[config.mk]
export PLATFORM = sky130hd
export DESIGN_NAME = wr_data_serializer
export DESIGN_NICKNAME = d
export VERILOG_FILES = /design/src/rtl/wr_data_serializer.sv
export SDC_FILE = /design/constraint.sdc
export NUM_CORES = 1
export LEC_CHECK = 0
export ABC_AREA = 1
export CORE_ASPECT_RATIO = 1.75
export CORE_MARGIN = 4
export CORE_UTILIZATION = 58
export DETAILED_ROUTE_END_ITERATION = 10
export PLACE_DENSITY = 0.79
export SLEW_MARGIN = 15
export SYNTH_ARGS = -nofsm -noshare
export SYNTH_HDL_FRONTEND = slang
export SYNTH_SLANG_ARGS = --single-unit
[constraint.sdc]
create_clock -name CK_t -period 9.9 [get_ports CK_t]
set_input_delay 1.485 -clock CK_t [delete_from_list [all_inputs] [get_ports CK_t]]
set_output_delay 1.485 -clock CK_t [all_outputs]
set_load 0.03 [all_outputs]
[src/rtl/wr_data_serializer.sv]
`default_nettype none
// ============================================================================
//  Module   : wr_data_serializer
//  Purpose  : Write-data queue plus DQ/DM/DQS serializer. It buffers whole
//             write bursts, then plays each one out beat by beat. Each burst
//             is framed by a DQS preamble and postamble. A back-to-back burst
//             on the final beat is chained seamlessly.
//  Revision : 1.0  initial release
// ============================================================================
module wr_data_serializer #(
   parameter int DQ_W   = 8,
   parameter int BL_MAX = 8,
   parameter int DEPTH  = 4
) (
   input  logic                     CK_t,
   input  logic                     reset_n,
   input  logic                     wr_push,
   input  logic                     wr_bc,
   input  logic                     wr_pre,
   input  logic [DQ_W*BL_MAX-1:0]   wr_data,
   input  logic [DQ_W/8*BL_MAX-1:0] wr_mask,
   input  logic                     wr_rdy,
   output logic [DQ_W-1:0]          dq,
   output logic                     dq_oe,
   output logic [DQ_W/8-1:0]        dm,
   output logic                     dqs_t,
   output logic                     dqs_c,
   output logic                     dqs_oe,
   output logic                     full,
   output logic                     empty,
   output logic                     busy,
   output logic                     burst_done,
   output logic                     overflow,
   output logic                     underflow
);

   localparam int c_DM_W = DQ_W / 8;
   localparam int c_BW   = $clog2(BL_MAX);
   localparam int c_PW   = $clog2(DEPTH);
   localparam int c_CW   = c_PW + 1;

   localparam logic [c_BW-1:0] c_LAST_FULL = c_BW'(BL_MAX - 1);
   localparam logic [c_BW-1:0] c_LAST_BC   = c_BW'(BL_MAX / 2 - 1);
   localparam logic [c_BW-1:0] c_BEAT_ONE  = c_BW'(1);
   localparam logic [c_PW-1:0] c_PTR_ONE   = c_PW'(1);
   localparam logic [c_CW-1:0] c_CNT_ONE   = c_CW'(1);
   localparam logic [c_CW-1:0] c_DEPTH     = c_CW'(DEPTH);

   typedef enum logic [1:0] {
      ST_IDLE  = 2'd0,
      ST_PRE   = 2'd1,
      ST_BURST = 2'd2,
      ST_POST  = 2'd3
   } state_t;

   // ---------------------------------------------------------------- queue
   logic [BL_MAX-1:0][DQ_W-1:0]   r_q_data [DEPTH];
   logic [BL_MAX-1:0][c_DM_W-1:0] r_q_mask [DEPTH];
   logic                          r_q_bc   [DEPTH];
   logic                          r_q_pre  [DEPTH];

   logic [c_PW-1:0] r_wr_ptr;
   logic [c_PW-1:0] r_rd_ptr;
   logic [c_CW-1:0] r_count;
   logic            r_overflow;
   logic            r_underflow;

   // ------------------------------------------------------------- serializer
   state_t                        r_state;
   logic [c_BW-1:0]               r_beat;
   logic                          r_pre_two;
   logic                          r_cur_bc;
   logic [BL_MAX-1:0][DQ_W-1:0]   r_cur_data;
   logic [BL_MAX-1:0][c_DM_W-1:0] r_cur_mask;

   logic [DQ_W-1:0]   r_dq;
   logic [c_DM_W-1:0] r_dm;
   logic              r_dq_oe;
   logic              r_dqs_oe;
   logic              r_dqs_t;
   logic              r_dqs_c;
   logic              r_burst_done;

   logic                          w_empty;
   logic                          w_full;
   logic [c_BW-1:0]               w_cur_last;
   logic [c_BW-1:0]               w_head_last;
   logic [c_BW-1:0]               w_beat_nx;
   logic                          w_last_beat;
   logic                          w_pop;
   logic                          w_push;
   logic                          w_ovf_evt;
   logic                          w_udf_evt;
   logic                          w_head_bc;
   logic                          w_head_pre;
   logic [BL_MAX-1:0][DQ_W-1:0]   w_head_data;
   logic [BL_MAX-1:0][c_DM_W-1:0] w_head_mask;

   assign w_empty     = (r_count == '0);
   assign w_full      = (r_count == c_DEPTH);
   assign w_head_bc   = r_q_bc[r_rd_ptr];
   assign w_head_pre  = r_q_pre[r_rd_ptr];
   assign w_head_data = r_q_data[r_rd_ptr];
   assign w_head_mask = r_q_mask[r_rd_ptr];
   assign w_cur_last  = r_cur_bc ? c_LAST_BC : c_LAST_FULL;
   assign w_head_last = w_head_bc ? c_LAST_BC : c_LAST_FULL;
   assign w_beat_nx   = r_beat + c_BEAT_ONE;
   assign w_last_beat = (r_state == ST_BURST) && (r_beat == w_cur_last);

   // The head leaves the queue when a burst starts from IDLE or is chained on the final beat
   assign w_pop     = wr_rdy && !w_empty && ((r_state == ST_IDLE) || w_last_beat);
   // A full queue still accepts a push when the head is popped in the same cycle
   assign w_push    = wr_push && (!w_full || w_pop);
   assign w_ovf_evt = wr_push && w_full && !w_pop;
   assign w_udf_evt = wr_rdy && w_empty && (r_state == ST_IDLE);

   // Queue storage; contents are don't-care while unoccupied, so no reset is needed
   always_ff @(posedge CK_t) begin
      if (w_push) begin
         r_q_data[r_wr_ptr] <= wr_data;
         r_q_mask[r_wr_ptr] <= wr_mask;
         r_q_bc[r_wr_ptr]   <= wr_bc;
         r_q_pre[r_wr_ptr]  <= wr_pre;
      end
   end

   // Queue pointers, occupancy count and sticky error flags
   always_ff @(posedge CK_t or negedge reset_n) begin
      if (!reset_n) begin
         r_wr_ptr    <= '0;
         r_rd_ptr    <= '0;
         r_count     <= '0;
         r_overflow  <= 1'b0;
         r_underflow <= 1'b0;
      end else begin
         if (w_push) r_wr_ptr <= r_wr_ptr + c_PTR_ONE;
         if (w_pop)  r_rd_ptr <= r_rd_ptr + c_PTR_ONE;
         case ({w_push, w_pop})
            2'b10:   r_count <= r_count + c_CNT_ONE;
            2'b01:   r_count <= r_count - c_CNT_ONE;
            default: r_count <= r_count;
         endcase
         if (w_ovf_evt) r_overflow  <= 1'b1;
         if (w_udf_evt) r_underflow <= 1'b1;
      end
   end

   // Serializer FSM; every pin output is registered and driven for the cycle it is entered
   always_ff @(posedge CK_t or negedge reset_n) begin
      if (!reset_n) begin
         r_state      <= ST_IDLE;
         r_beat       <= '0;
         r_pre_two    <= 1'b0;
         r_cur_bc     <= 1'b0;
         r_cur_data   <= '0;
         r_cur_mask   <= '0;
         r_dq         <= '0;
         r_dm         <= '0;
         r_dq_oe      <= 1'b0;
         r_dqs_oe     <= 1'b0;
         r_dqs_t      <= 1'b1;
         r_dqs_c      <= 1'b1;
         r_burst_done <= 1'b0;
      end else begin
         r_burst_done <= 1'b0;
         case (r_state)
            ST_IDLE: begin
               if (w_pop) begin
                  r_cur_bc   <= w_head_bc;
                  r_cur_data <= w_head_data;
                  r_cur_mask <= w_head_mask;
                  r_state    <= ST_PRE;
                  r_dqs_oe   <= 1'b1;
                  r_dq_oe    <= 1'b0;
                  r_pre_two  <= w_head_pre;
                  // A two-cycle preamble opens with a high strobe, a one-cycle one goes straight low
                  r_dqs_t    <= w_head_pre;
                  r_dqs_c    <= ~w_head_pre;
               end
            end
            ST_PRE: begin
               if (r_pre_two) begin
                  r_pre_two <= 1'b0;
                  r_dqs_t   <= 1'b0;
                  r_dqs_c   <= 1'b1;
               end else begin
                  r_state      <= ST_BURST;
                  r_beat       <= '0;
                  r_dq         <= r_cur_data[0];
                  r_dm         <= r_cur_mask[0];
                  r_dq_oe      <= 1'b1;
                  r_dqs_t      <= 1'b1;
                  r_dqs_c      <= 1'b0;
                  r_burst_done <= (w_cur_last == '0);
               end
            end
            ST_BURST: begin
               if (w_last_beat) begin
                  if (w_pop) begin
                     // Seamless chain: next entry's beat 0 follows directly, strobe phase restarts
                     r_cur_bc     <= w_head_bc;
                     r_cur_data   <= w_head_data;
                     r_cur_mask   <= w_head_mask;
                     r_beat       <= '0;
                     r_dq         <= w_head_data[0];
                     r_dm         <= w_head_mask[0];
                     r_dqs_t      <= 1'b1;
                     r_dqs_c      <= 1'b0;
                     r_burst_done <= (w_head_last == '0);
                  end else begin
                     r_state <= ST_POST;
                     r_dq    <= '0;
                     r_dm    <= '0;
                     r_dq_oe <= 1'b0;
                     r_dqs_t <= 1'b0;
                     r_dqs_c <= 1'b1;
                  end
               end else begin
                  r_beat       <= w_beat_nx;
                  r_dq         <= r_cur_data[w_beat_nx];
                  r_dm         <= r_cur_mask[w_beat_nx];
                  r_dqs_t      <= ~w_beat_nx[0];
                  r_dqs_c      <= w_beat_nx[0];
                  r_burst_done <= (w_beat_nx == w_cur_last);
               end
            end
            ST_POST: begin
               r_state  <= ST_IDLE;
               r_dqs_oe <= 1'b0;
               r_dqs_t  <= 1'b1;
               r_dqs_c  <= 1'b1;
            end
            default: begin
               r_state  <= ST_IDLE;
               r_dq     <= '0;
               r_dm     <= '0;
               r_dq_oe  <= 1'b0;
               r_dqs_oe <= 1'b0;
               r_dqs_t  <= 1'b1;
               r_dqs_c  <= 1'b1;
            end
         endcase
      end
   end

   assign dq         = r_dq;
   assign dm         = r_dm;
   assign dq_oe      = r_dq_oe;
   assign dqs_oe     = r_dqs_oe;
   assign dqs_t      = r_dqs_t;
   assign dqs_c      = r_dqs_c;
   assign burst_done = r_burst_done;
   assign full       = w_full;
   assign empty      = w_empty;
   assign busy       = (r_state != ST_IDLE);
   assign overflow   = r_overflow;
   assign underflow  = r_underflow;

endmodule
`default_nettype wire

# Word-level counts from Yosys, hierarchy flattened
# Memories as Yosys holds them, arrays and structs flattened.
# Cells that the tools add are included.
[totals] memories=4 elab_cells=145 inputBits=78 latchBits=0 register_bits=102 romBits=0 mem_bits_rw=296
[classes] reduce_logical=31 magnitude_cmp=1 mux=57 shifts=0 n_addsub=5 multipliers=0 bitwise_logic=2 eq_ne=13 n_div=0
[mem_list] name="r_q_data" depth=4 width=64 read_ports=1 rd_ports_with_merged_regs=0 wr=1 line_no="57" rtl="logic [BL_MAX-1:0][DQ_W-1:0] r_q_data [DEPTH];"
[mem_list] name="r_q_mask" depth=4 width=8 read_ports=1 rd_ports_with_merged_regs=0 wr=1 line_no="58" rtl="logic [BL_MAX-1:0][c_DM_W-1:0] r_q_mask [DEPTH];"
[mem_list] name="r_q_bc" depth=4 width=1 read_ports=1 rd_ports_with_merged_regs=0 wr=1 line_no="59" rtl="logic r_q_bc [DEPTH];"
[mem_list] name="r_q_pre" depth=4 width=1 read_ports=1 rd_ports_with_merged_regs=0 wr=1 line_no="60" rtl="logic r_q_pre [DEPTH];"
[op_table] operator="two-way mux 64 bit" n=2
[op_table] operator="one-hot mux 64 bit (2 select lines)" n=1
[op_table] operator="two-way mux 8 bit" n=6
[op_table] operator="one-hot mux 8 bit (2 select lines)" n=2
[op_table] operator="binary-select mux 8 bit (select 3 bit)" n=1
[op_table] operator="two-way mux 1 bit" n=24
[op_table] operator="two-way mux 3 bit" n=5
[op_table] operator="one-hot mux 3 bit (2 select lines)" n=2
[op_table] operator="nonzero test 2 bit" n=6
[op_table] operator="one-hot mux 1 bit (2 select lines)" n=5
[op_table] operator="logical NOT 3 bit" n=3
[op_table] operator="logical AND 1 bit" n=8
[op_table] operator="two-way mux 2 bit" n=4
[op_table] operator="!= test 2 bit (second input constant)" n=4
[op_table] operator="one-hot mux 1 bit (4 select lines)" n=2
[op_table] operator="one-hot mux 2 bit (4 select lines)" n=1
[op_table] operator="AND reduction 2 bit" n=4
[op_table] operator="adder 3 x 1 -> 3 bit (second input constant)" n=2
[op_table] operator="== test 2 bit (second input constant)" n=3
[op_table] operator="== test 3 bit" n=2
[op_table] operator="AND reduction 5 bit" n=1
[op_table] operator="adder 2 x 1 -> 2 bit (second input constant)" n=2
[op_table] operator="== test 2 x 1 -> 1 bit (second input constant)" n=2
[op_table] operator="< comparator 3 x 4 -> 1 bit (second input constant)" n=1
[op_table] operator="12 further kinds" n=16

# Depth between registers and ports, before layout
[logic_depth] depth_word=9 depth_mapped=13 mapped_depth_nobuf=13

# Least setup slack after synthesis
# Ideal clock, no wire load.
[synth_timing] path_type="input to register" from="input port wr_rdy" to="memory r_q_bc[0], enable pin" arrival_ns=5.102 path_slack_ns=4.291 path_stages=6 required_time_ns=9.393 cell_sequence="nand2_1 -> inv_2 -> nand2_2 -> nand2_1 -> nand2_1 -> nor2_1"
[synth_via] elab_chain_cells=6
[synth_rtl] item="start: declaration" line_no="22" rtl="input logic wr_rdy,"
[synth_rtl] item="logical AND 1 bit (2 in a row)" line_no="111" rtl="assign w_pop = wr_rdy && !w_empty && ((r_state == ST_IDLE) || w_last_beat);"
[synth_rtl] item="logical OR 1 bit" line_no="113" rtl="assign w_push = wr_push && (!w_full || w_pop);"
[synth_rtl] item="logical AND 1 bit" line_no="113"
[synth_rtl] item="two-way mux 1 bit" line_no="119" rtl="if (w_push) begin"
[synth_rtl] item="two-way mux 1 bit (not written as such)" line_no="122" rtl="r_q_bc[r_wr_ptr] <= wr_bc;"
[synth_rtl] item="end: declaration" line_no="59"
# Every way passes these cells.

# Final worst setup path
[layout_timing] from="input port wr_rdy" to="register r_cur_data[3] (netlist bit)"
[layout_via] elab_chain_cells=5
[layout_rtl] item="logical AND 1 bit * (2 in a row)" line_no="111"
[layout_rtl] item="two-way mux 64 bit *"
[layout_rtl] item="two-way mux 64 bit"
[layout_rtl] item="one-hot mux 64 bit (2 select lines) *"
[layout_rtl] item="end signal: assignment" line_no="170" rtl="r_cur_data <= w_head_data;"
[layout_rtl] item="end signal: assignment" line_no="202" rtl="r_cur_data <= w_head_data;"
[layout_rtl] item="end: declaration" line_no="73" rtl="logic [BL_MAX-1:0][DQ_W-1:0] r_cur_data;"
# Mark *: on every way between the ends. The rest lies on a longest branch, timed or not. The select of a mux whose other input is x is not followed.
# A chain may end at the register's enable or synchronous reset.

==> results.cfg <==
[timing]
fin_skew_ns = 0.0226
clock.fmax_mhz = 244
fin_setup_tns_ns = 0
finalHoldViolations = 0
rsz0062_at_grt = no
relSlewSlack_pct = 22.3
min_period_ns = 4.10
fin_crit_sh_pct = 41.5
worst_slew_pin_slew_ns = 1.17
slew_viol_final = 0
setup_viol_count_final = 0

[clock_network]
numCtsBuffers = 35
cts_setup_buffers = 0
cts.hold.buffers_added = 0
cts-root-buf = clkbuf_16
clockBufferDepth = 3
clock_sinks = 398
cts_tree = built
clk_latency_ns = 0.54
h-tree-depth = 2
clk_pin_slew_ns = 0.07
cts-resized-gates = 0

[logic_synthesis]
avgSynthCellArea_um2 = 11.4
synth_edf_count = 296
synth_common_cells = nand2_1 (317), edfxtp_1 (296), nor2_1 (200)
yosysTopAreaCell = edfxtp_1
synthTopCellsByArea = edfxtp_1 (56%), dfrtp_1 (16%), nand2_1 (7.4%)
syn_inst = 1403
synthArstFlopShare_pct = 25.6
yosysMostFrequentCell = nand2_1
syn_nets = 1493
synth-seq-area-share_pct = 71.5
ys_ff_latch = 398
yosysWarnings = 0
syn_area_um2 = 16000
synth_top_area_share_pct = 55.6
synth-main-ff-cell = edfxtp_1
synth_cell_types = 30

[power_and_ir_drop]
vdd_drop_max_mv = 0.232
power_leakage_nw = 6.98
power.density_nw_per_um2 = 311
finalPower_w = 0.00572

[status]
status = finished, final reports clean

[floorplanning]
start_util_pct = 58.8
die_h_um = 228
io_pins = 97
die_area_um2 = 30400
rows = 80
dieWidth_um = 134
core_area_um2 = 27200

[grt]
grt_pass1_vias = 10387
grt_start_max_net_pins = 87
use_met2_pct = 41.3
groute.usage.overall_pct = 22.6
grt.met1_usage_pct = 25.6
busiest_layer = met2
grt_pass1_wl_mm = 53.8
antenna_found_initial = 0
grt-ovfl-total = 0
met3_usage_pct = 3.37

[final_layout]
area_growth_pct = 14.8
fin_nets = 1560
seq_area_um2 = 11400
antenna_cells = 0
layoutNonFillerInstCount = 1865
nFillCells = 1965
multiInputGateArea_um2 = 4030
drive_gt1_share_pct = 6.08

[min_path]
hp-class = reg -> reg
hold_start = r_cur_data[38]

[detailed_routing]
routed_wl_mm = 34.9
firstDrtPassIters = 5
ant_nets = 0
drt-initial-drc-count = 880
drc = 0
vias_per_cell = 5.71
via_count = 10654
wl_per_cell_um = 18.7

[worst_setup_path]
arrival_ns = 4.53
cp-start-kind = primary input
path_class = in -> reg
crit_path_end_kind = register
cp-startpoint = wr_rdy
reg2reg_from = r_beat[0]
cp_max_fo = 75
crit_required_ns = 10.33
rrSetupSlack_ns = 6.01

[run]
max_cap_violations = 0

[place]
post-dp-hpwl_mm = 20.2
gp_congestion = 0.906
dp.cells = 1802
io_buffer_count = 96
registers in the layout, indices dropped and copies added, names as in the netlist, 3 cells and up:
signal and count:
dq 8, r_beat 3, r_count 3, r_cur_data 64, r_cur_mask 8, r_q_bc 4
r_q_data 256, r_q_mask 32, r_q_pre 4
logic make-up after synthesis:
family          synth area share [%]
flops                           71.5
compound gates                  9.45
xor+xnor                       0.164
fa+ha+maj                      0.985
buf+inv                         3.45
simple gates                    14.4
where the power goes:
group,switching (W),internal [W]
Sequential,0.000205,0.00226
Clock,0.000592,0.000788
Combinational,0.00132,0.000558
Total,0.00211,0.00361
final timing paths:
check                                       to  depth (start not counted)
worst max-delay path             r_cur_data[3]                          8
worst min-delay path            r_cur_data[38]                          2
worst max register to register   r_cur_data[3]                          9
worst min register to register  r_cur_data[38]                          2
max in group asynchronous          r_rd_ptr[0]                          2
min in group asynchronous                dq[0]                          1
layout by cell type, fill, tap and decap left out, types with 2 or more instances in the layout:
cell type / Yosys / layout
nand2_1: 317 / 317
o31ai_1: 2 / 2
xor2_1: 3 / 3
clkdlybuf4s50_1: 0 / 95
clkinv_1: 3 / 6
a21oi_1: 20 / 20
o22ai_1: 64 / 64
nand3_1: 61 / 61
inv_1: 44 / 42
clkinv_4: 0 / 3
bufinv_16: 0 / 4
nor2_4: 1 / 5
buf_4: 0 / 13
clkinvlp_4: 0 / 3
nor2_1: 200 / 196
o211ai_1: 12 / 12
inv_6: 0 / 4
edfxtp_1: 296 / 296
o21ai_0: 173 / 173
clkbuf_16: 0 / 36
inv_2: 4 / 3
nor3_1: 2 / 2
dfrtp_1: 100 / 98
clkinv_2: 0 / 8
ha_1: 11 / 11
dfstp_2: 2 / 2
nand2_2: 3 / 3
clkbuf_1: 49 / 2
area by class of cell:
type	instances	share of cell area (%)
flip-flops and latches	398	62.3
multi-input cells	876	22.0
repair buffers	108	5.71
clock buffers	39	5.02
well taps	369	2.51
clock inverters	24	1.43
inverters	51	1.06
critical path, cell delays in order:
cell and delay (ns):
clkdlybuf4s50_1 0.50, nand2_1 0.14, inv_2 0.11, nand2_2 0.10
nor2_4 0.08, buf_4 0.57, clkinv_2 0.98, o21ai_0 0.49
metal layers:
metal	up-vias	routed length, um
met5	-	0
met3	102	1990
met4	0	1750
met2	404	18400
li1	4989	-
met1	5159	12700
per-stage QoR:
stage          area [um2]  hold slack (ns)  setup slack (ns)  utilization, %
6_report            18400            0.471              5.80            67.5
5_1_grt             18400            0.493              5.55            67.5
4_1_cts             18400            0.471              6.23            67.5
3_5_place_dp        17200            0.455              5.69            63.1
3_3_place_gp        17200            0.450              5.73            63.1
2_1_floorplan       16000            0.437              4.29               -
Note: power is estimated with default switching activity, not from simulation.
